`config.mk`:
```
export PLATFORM = sky130hd
export DESIGN_NAME = riscv_boot_ctrl
export DESIGN_NICKNAME = d
export VERILOG_FILES = /design/src/rtl/riscv_boot_ctrl.sv
export SDC_FILE = /design/constraint.sdc
export NUM_CORES = 1
export LEC_CHECK = 0
export BUFFER_PORTS_ARGS = -buffer_cell sky130_fd_sc_hd__buf_2
export CORE_MARGIN = 2
export CORE_UTILIZATION = 54
export DETAILED_ROUTE_END_ITERATION = 6
export PLACE_DENSITY = 0.77
export SLEW_MARGIN = 20
export SYNTH_ARGS = -nofsm -noshare
export SYNTH_HDL_FRONTEND = slang
export SYNTH_SLANG_ARGS = --single-unit
```
`constraint.sdc`:
```
create_clock -name clk -period 3.5 [get_ports clk]
set_input_delay 0.7 -clock clk [delete_from_list [all_inputs] [get_ports clk]]
set_output_delay 0.7 -clock clk [all_outputs]
set_load 0.1 [all_outputs]
```
`src/rtl/riscv_boot_ctrl.sv`:
```
// rtl/riscv_boot_ctrl.sv - streamed memory loader and reset/run supervisor for the RISC-V core
// Loads N_REGIONS memories from a valid/ready stream, then holds, runs and watches the core.
module riscv_boot_ctrl #(
  parameter int ADDR_W     = 10,
  parameter int DATA_W     = 32,
  parameter int N_REGIONS  = 2,
  parameter int RST_HOLD   = 10,
  parameter int RUN_CYCLES = 10000,
  localparam int RW = (N_REGIONS > 1) ? $clog2(N_REGIONS) : 1
) (
  input  logic                 clk,
  input  logic                 Rstn,
  input  logic                 ld_valid,
  output logic                 ld_ready,
  input  logic [DATA_W-1:0]    ld_data,
  input  logic [RW-1:0]        ld_region,
  input  logic                 ld_last,
  output logic [N_REGIONS-1:0] mem_we,
  output logic [ADDR_W-1:0]    mem_addr,
  output logic [DATA_W-1:0]    mem_wdata,
  output logic                 core_rstn,
  input  logic                 halt_i,
  input  logic                 restart_i,
  output logic [31:0]          run_cnt,
  output logic                 done,
  output logic                 timeout,
  output logic                 err_ovf
);

  typedef enum logic [1:0] {S_LOAD, S_HOLD, S_RUN, S_DONE} state_t;

  state_t               state_q, state_d;
  logic [ADDR_W-1:0]    addr [N_REGIONS];
  logic [N_REGIONS-1:0] full;
  logic [N_REGIONS-1:0] sel_oh;
  logic [N_REGIONS-1:0] wr_oh;
  logic [ADDR_W-1:0]    cur_addr;
  logic [31:0]          hold_cnt;
  logic                 beat;
  logic                 hold_done;
  logic                 run_limit;

  // An out-of-range region index matches no entry, so it falls into the drop path.
  always_comb begin
    sel_oh   = '0;
    cur_addr = '0;
    for (int r = 0; r < N_REGIONS; r++) begin
      if (ld_region == RW'(r)) begin
        sel_oh[r] = 1'b1;
        cur_addr  = addr[r];
      end
    end
    wr_oh = sel_oh & ~full;
  end

  assign beat      = ld_valid & ld_ready;
  assign hold_done = (hold_cnt == 32'(RST_HOLD - 1));
  assign run_limit = (run_cnt == 32'(RUN_CYCLES));

  always_ff @(posedge clk or negedge Rstn) begin
    if (!Rstn) state_q <= S_LOAD;
    else       state_q <= state_d;
  end

  always_comb begin
    state_d  = state_q;
    ld_ready = 1'b0;
    case (state_q)
      S_LOAD: begin
        ld_ready = 1'b1;
        if (ld_valid && ld_last) state_d = S_HOLD;
      end
      S_HOLD: if (hold_done) state_d = S_RUN;
      S_RUN:  if (halt_i || run_limit) state_d = S_DONE;
      S_DONE: if (restart_i) state_d = S_LOAD;
      default: state_d = S_LOAD;
    endcase
  end

  always_ff @(posedge clk or negedge Rstn) begin
    if (!Rstn) begin
      mem_we    <= '0;
      mem_addr  <= '0;
      mem_wdata <= '0;
      core_rstn <= 1'b0;
      run_cnt   <= '0;
      done      <= 1'b0;
      timeout   <= 1'b0;
      err_ovf   <= 1'b0;
      hold_cnt  <= '0;
      full      <= '0;
      for (int r = 0; r < N_REGIONS; r++) addr[r] <= '0;
    end else begin
      mem_we <= '0;
      case (state_q)
        S_LOAD: begin
          hold_cnt <= '0;
          if (beat) begin
            if (|wr_oh) begin
              mem_we    <= wr_oh;
              mem_addr  <= cur_addr;
              mem_wdata <= ld_data;
            end else begin
              err_ovf <= 1'b1;
            end
            // The counter parks on its last address; the full flag marks it used.
            for (int r = 0; r < N_REGIONS; r++) begin
              if (wr_oh[r]) begin
                if (&addr[r]) full[r] <= 1'b1;
                else          addr[r] <= addr[r] + 1'b1;
              end
            end
          end
        end
        S_HOLD: begin
          hold_cnt <= hold_cnt + 32'd1;
          if (hold_done) begin
            core_rstn <= 1'b1;
            run_cnt   <= 32'd1;
          end
        end
        S_RUN: begin
          if (halt_i || run_limit) begin
            core_rstn <= 1'b0;
            done      <= 1'b1;
            timeout   <= ~halt_i;
          end else if (run_cnt != '1) begin
            run_cnt <= run_cnt + 32'd1;
          end
        end
        S_DONE: begin
          if (restart_i) begin
            run_cnt <= '0;
            done    <= 1'b0;
            timeout <= 1'b0;
            err_ovf <= 1'b0;
            full    <= '0;
            for (int r = 0; r < N_REGIONS; r++) addr[r] <= '0;
          end
        end
        default: ;
      endcase
    end
  end

endmodule
```
==> results.md, run 1 <==
* Fin. max-slew vios at 0
* Die area at 13,800 um^2
* Crit. End Element: output pin
* Status: complete, no violations
* Gp weighted congestion at 0.893
* Cell variety after synth at 58
* Placed insts at 966
* WP data required at 2.80 ns
* Final min period at 2.74 ns
* Reg clk slew, reported paths at 0.06 ns
* Post-synth EDFFs at 0
* Core area at 12,600 um^2
* Max VDD drop at 1.17 mV
* Vias in the first global route at 5,948
* Ranking of synthesized cells by area: dfrtp_1 (49%), mux2_2 (5.6%), mux2i_1 (4.3%), nand2_1 (3.7%), o21ai_0 (3.3%)
* Synth top cells by count: dfrtp_1 (136), nand2_1 (69), o21ai_0 (46)
* CTS H-Tree Depth at 4
* Async S/R FF share, synth at 100%
* CTS Buffer Depth at 2
* Yosys warns at 0
* DIE WIDTH at 118 um
* Clk Tree Root Cell: clkbuf_16
* Layout Cells excl Fill at 998
* Max Clk Rate at 365 MHz
* Pwr per Cell Area at 1010 nW/um^2
* Vias/cell at 6.12
* # Post-CTS Setup Buffers at 0
* Internal power at 4140 uW
* Unrepaired setup endpoints after global routing: false
* CP Max Fanout at 12
* Largest area contributor in the netlist: dfrtp_1
* Initial DRC count at 572
* Syn Area/Cell at 9.98 um^2
* TritonCTS clock tree: done
* Leak at 0.00392 uW
* Via count at 6,111
* Drt total wl at 17,600 um
* Sequential fraction of the synthesis area at 48.8%
* Clock tree sinks at 136
* # IOs at 120
* Number of diodes at 0
* Initial antenna violation count at 0
* Layout area overhead at 19.9%
* Synth Net Count at 748
* Synth Register Bits at 136
* Crit path launch type: flop
* Post_cts resized at 0
* Sw power at 4330 uW
* Synthesized cell area at 6980 um^2
* Hold_buf cts at 0
* Cell Rows at 41
* CTS Buf Count at 17
* Measured slew at the worst slew-check pin at 0.900 ns
* Total GRT Usage at 26.2%
* Slew HR at 40.0%
* Post-layout net count at 862
* Initial core utilization at 55.3%
* Final Hold Fails at 0
* Share of layout cells above drive strength 1 at 24.8%
* Clock power share at 23.0%
* DRT antenna net count at 0
* Most common cell in the netlist: dfrtp_1
* Switching Fraction at 51.1%
* Combinational share of power at 50.0%
* Period utilisation layout at 78.4%
* Remaining DRCs at 0
* Detail Placement HPWL at 11,800 um
* Max cap viols at 0
* First-pass GRT wire length at 29,600 um
* Post-synth top area share at 48.8%
* Setup TNS at 0 ns
* Final setup violating endpoints at 0
* Crit path kind: reg -> out
* Hold crit path type: in -> async
* Reg power frac at 27.0%
* Largest net degree at the start of global routing at 71
* Skew-Pair Late Insertion Delay at 0.43 ns
* Die Span Y at 118 um
* Final Skew at 0.00794 ns
* Ys flop type: dfrtp_1
* Drt first pass iters at 5
* WL/cell at 17.6 um
* Buffers on Ports at 119
* GR Overflow Total at 0
* Post-synthesis instance total at 699
* Crit path DAT at 2.04 ns
* Reg2reg setup slack at 0.77 ns
## sequential cells by signal, summed over array words and instances, names as in the netlist
signal,flops
mem_we,2
done,1
mem_wdata,32
state_q,2
timeout,1
err_ovf,1
core_rstn,1
mem_addr,10
addr,20
full,2
run_cnt,32
hold_cnt,32
## stage by stage
stage / util, % / worst slack (ns) / hold slack [ns] / cell area [um^2] / power [uW]
after floorplan: - / 0.470 / 0.404 / 6980 / 5760
after global placement: 61.3 / 0.868 / 0.469 / 7730 / 6390
after detailed placement: 61.3 / 0.788 / 0.477 / 7730 / 6520
after CTS: 66.3 / 0.751 / 0.438 / 8370 / 8480
after global routing: 66.3 / 0.512 / 0.480 / 8370 / 8840
final: 66.3 / 0.758 / 0.405 / 8370 / 8470
## layout by cell type (no fill, tap or decap), types with 3 or more instances in the layout
| master | count |
|---|---|
| o21ai_0 | 46 |
| nor3_1 | 26 |
| bufinv_16 | 5 |
| or3_1 | 6 |
| a21oi_1 | 32 |
| nand2b_1 | 6 |
| and2_1 | 6 |
| nand3_1 | 45 |
| dfrtp_1 | 136 |
| nor2b_1 | 4 |
| clkbuf_16 | 17 |
| nor4_1 | 17 |
| and3_1 | 27 |
| buf_4 | 11 |
| a31oi_1 | 5 |
| nand4b_1 | 5 |
| and4_1 | 10 |
| nand4_1 | 18 |
| a221o_1 | 6 |
| nand2_1 | 69 |
| ha_1 | 10 |
| clkinv_2 | 4 |
| nor2_1 | 31 |
| or4_1 | 4 |
| buf_2 | 118 |
| a211o_1 | 6 |
| inv_1 | 15 |
| or2_2 | 3 |
| mux2i_1 | 30 |
| o211ai_1 | 9 |
| a21o_1 | 9 |
| o31ai_1 | 15 |
| mux2_2 | 35 |
## power by group through the flow
stage / combinational, uW / clock, uW / sequential (uW)
global placement: 4130 / 0 / 2260
finish: 4240 / 1950 / 2290
floorplan: 1530 / 0 / 4220
CTS: 4240 / 1960 / 2280
detailed placement: 4210 / 0 / 2310
global route: 4470 / 2030 / 2340
## worst max-delay path: stages (launching register included)
cell	delay [ns]
dfrtp_1	0.40
inv_1	0.12
ha_1	0.34
buf_4	0.29
buf_2	0.46
## layer usage
metal / GRT usage (%) / vias up / share of wire [%] / wire, um
met5: 0 / - / 0 / 0
met1: 33.9 / 3002 / 42 / 7400
li1: - / 2861 / - / -
met3: 4.84 / 41 / 5.1 / 901
met2: 43.3 / 207 / 50 / 8840
met4: 10.8 / 0 / 2.5 / 441
## path summary, 6_finish.rpt
path	from	end	cells past startpoint
max in group asynchronous	Rstn	hold_cnt[5]	2
hold / removal	Rstn	mem_addr[0]	1
hold reg to reg	hold_cnt[31]	hold_cnt[31]	1
setup reg to reg	hold_cnt[1]	run_cnt[4]	9
setup / recovery	state_q[0]	ld_ready	4
min in group clk	hold_cnt[31]	hold_cnt[31]	1
## cell families after synthesis
group                      after synthesis  synth area share (%)
AOI/OAI and AO/OA                      148                  14.0
muxes                                   65                  9.95
adders and majority gates               10                  1.79
DFF                                    136                  48.8
and+or+nand+nor                        289                  22.3
xor gates and xnor gates                 1                 0.126
buffers and inverters                   50                  2.99
## cell type report
| type | instances | area [um^2] |
|---|---|---|
| clock buffer | 19 | 433 |
| clock inverter | 13 | 203 |
| fill | 1036 | 4250 |
| inverter | 15 | 56.3 |
| multi-input combinational | 513 | 3370 |
| sequential | 136 | 3400 |
| tap | 172 | 215 |
| timing repair buffer | 130 | 693 |
Note: power is estimated with default switching activity, not from simulation.
==> run 2: changes to the inputs <==
==> constraint.sdc (replaced) <==
create_clock -name clk -period 2.68 [get_ports clk]
set_input_delay 0.536 -clock clk [delete_from_list [all_inputs] [get_ports clk]]
set_output_delay 0.536 -clock clk [all_outputs]
set_load 0.1 [all_outputs]
==> run 2 against run 1 <==
  * Clock-buffer cell count grew 1
  * Via count shrank 0.49%
  * Combinational power grew 33%
  * Global-route usage shrank 0.15 points
  * Design area grew 1.9%
  * Sequential power grew 30%
  * Clock power grew 37%
  * Sequential share of layout area shrank 0.66 points
  * Critical path depth is the same
  * Hold slack lost 0.35 ns
  * Critical endpoint unchanged
  * Highest routed layer unchanged
==> results.md, run 2 (same netlist as run 1, synthesis figures left out) <==
* Buffers on Ports at 119
* Reg power frac at 26.4%
* Setup TNS at 0 ns
* DRT antenna net count at 0
* DIE WIDTH at 118 um
* WHS at 0.0528 ns
* GR Overflow Total at 0
* CP Max Fanout at 10
* Final Instance Area at 8530 um^2
* Clk Tree Root Cell: clkbuf_16
* # IOs at 120
* Drt first pass iters at 5
* Slowest stage delay, CP at 0.44 ns
* Post_cts resized at 0
* Reg-to-Reg End: run_cnt[24]
* Hold crit path type: in -> async
* Max Clk Rate at 405 MHz
* Clock tree sinks at 136
* Max VDD drop at 1.34 mV
* Core area at 12,600 um^2
* Reg2reg setup slack at 0.25 ns
* Detail Placement HPWL at 12,100 um
* WP data required at 2.14 ns
* Reg clk slew, reported paths at 0.06 ns
* # Post-CTS Setup Buffers at 0
* Status: complete, no violations
* Initial antenna violation count at 0
* Number of diodes at 0
* Reg2reg start: hold_cnt[1]
* Largest net degree at the start of global routing at 53
* Final Hold Fails at 0
* Die area at 13,800 um^2
* Fin. max-slew vios at 0
* Crit path DAT at 1.93 ns
* Clock power share at 23.6%
* Internal power at 5640 uW
* Fill count at 1,013
* Share of layout cells above drive strength 1 at 26.7%
* Gp weighted congestion at 0.864
* Drt total wl at 17,300 um
* CTS Buffer Depth at 2
* WL/cell at 17.2 um
* Die Span Y at 118 um
* Via count at 6,081
* Period utilisation layout at 92.0%
* Most frequent cells in the layout: dfrtp_1 (130), buf_2 (118), nand2_1 (69)
* Max cap viols at 0
* Combinational share of power at 50.0%
* First-pass GRT wire length at 29,200 um
* Pwr per Cell Area at 1330 nW/um^2
* Crit. End Element: output pin
* Logic depth of the worst register-to-register path at 9
* Final min period at 2.47 ns
* Crit path launch type: flop
* Final Skew at 0.00529 ns
* Leak at 0.00398 uW
* Vias/cell at 6.03
* Initial core utilization at 55.3%
* Final setup violating endpoints at 0
* Largest regs: hold_cnt (32), mem_wdata (32), run_cnt (32)
* TritonCTS clock tree: done
* CTS H-Tree Depth at 4
* Switching Fraction at 50.1%
* Skew-Pair Late Insertion Delay at 0.42 ns
* Crit path kind: reg -> out
* Critical path cell sequence: inv_1 > ha_2 > buf_4 > buf_2
* Measured slew at the worst slew-check pin at 0.582 ns
* CP max stage cell: buf_2
* Placed instance area at 7850 um^2
* Initial DRC count at 413
* CTS Buf Count at 17
* Vias in the first global route at 5,898
* Layout area overhead at 22.2%
* Post-layout net count at 872
* Hold_buf cts at 0
* Sw power at 5660 uW
* Total power at 11,300 uW
* Slew HR at 60.2%
* Critical path buffers and inverters at 3
* Cell family with most CP delay: buffers and inverters
* Most common cell after layout, fill and taps aside: dfrtp_1
* Remaining DRCs at 0
* Unrepaired setup endpoints after global routing: true
* Total GRT Usage at 26.0%
* Cell Rows at 41
-- run 2: final cells by class --
type	instances	area (um^2)	area share [%]
multi-input cells	513	3370	39.5
repair buffers	140	797	9.35
clock inverters	12	221	2.60
inverters	15	56.3	0.660
well taps	172	215	2.52
flip-flops and latches	136	3410	40.0
clock buffers	20	457	5.36
-- run 2: worst max-delay path by stage --
stage                   to  cells past startpoint         from
2_1_floorplan      addr[6]                     10   state_q[0]
4_1_cts           ld_ready                      4   state_q[0]
3_5_place_dp   run_cnt[17]                      8  hold_cnt[1]
5_1_grt         run_cnt[4]                      8  hold_cnt[1]
6_report          ld_ready                      4   state_q[0]
3_3_place_gp   run_cnt[24]                      9  hold_cnt[1]
-- run 2: metal layers --
layer,vias to the layer above,track usage (%),wire [um],share of wire (%)
met5,-,0,0,0
met4,0,12.1,473,2.7
met3,41,4.55,798,4.6
met2,191,41.8,8650,50
met1,2990,34.4,7410,43
li1,2859,-,-,-
-- run 2: power groups by stage --
| stage | clock network [uW] | logic, uW | registers (uW) |
|---|---|---|---|
| after floorplan | 0 | 2010 | 5520 |
| after global placement | 0 | 5480 | 2960 |
| after detailed placement | 0 | 5620 | 3010 |
| after CTS | 2700 | 5660 | 2980 |
| after global routing | 2810 | 5940 | 3060 |
| final | 2670 | 5650 | 2980 |
-- run 2: metrics by stage --
step	cells	util [%]	setup slack, ns
after global placement	976	62.2	0.332
final	1008	67.6	0.213
after CTS	1008	67.6	0.211
after detailed placement	976	62.2	0.268
after global routing	1008	67.6	-0.0280
after floorplan	699	-	-0.0591
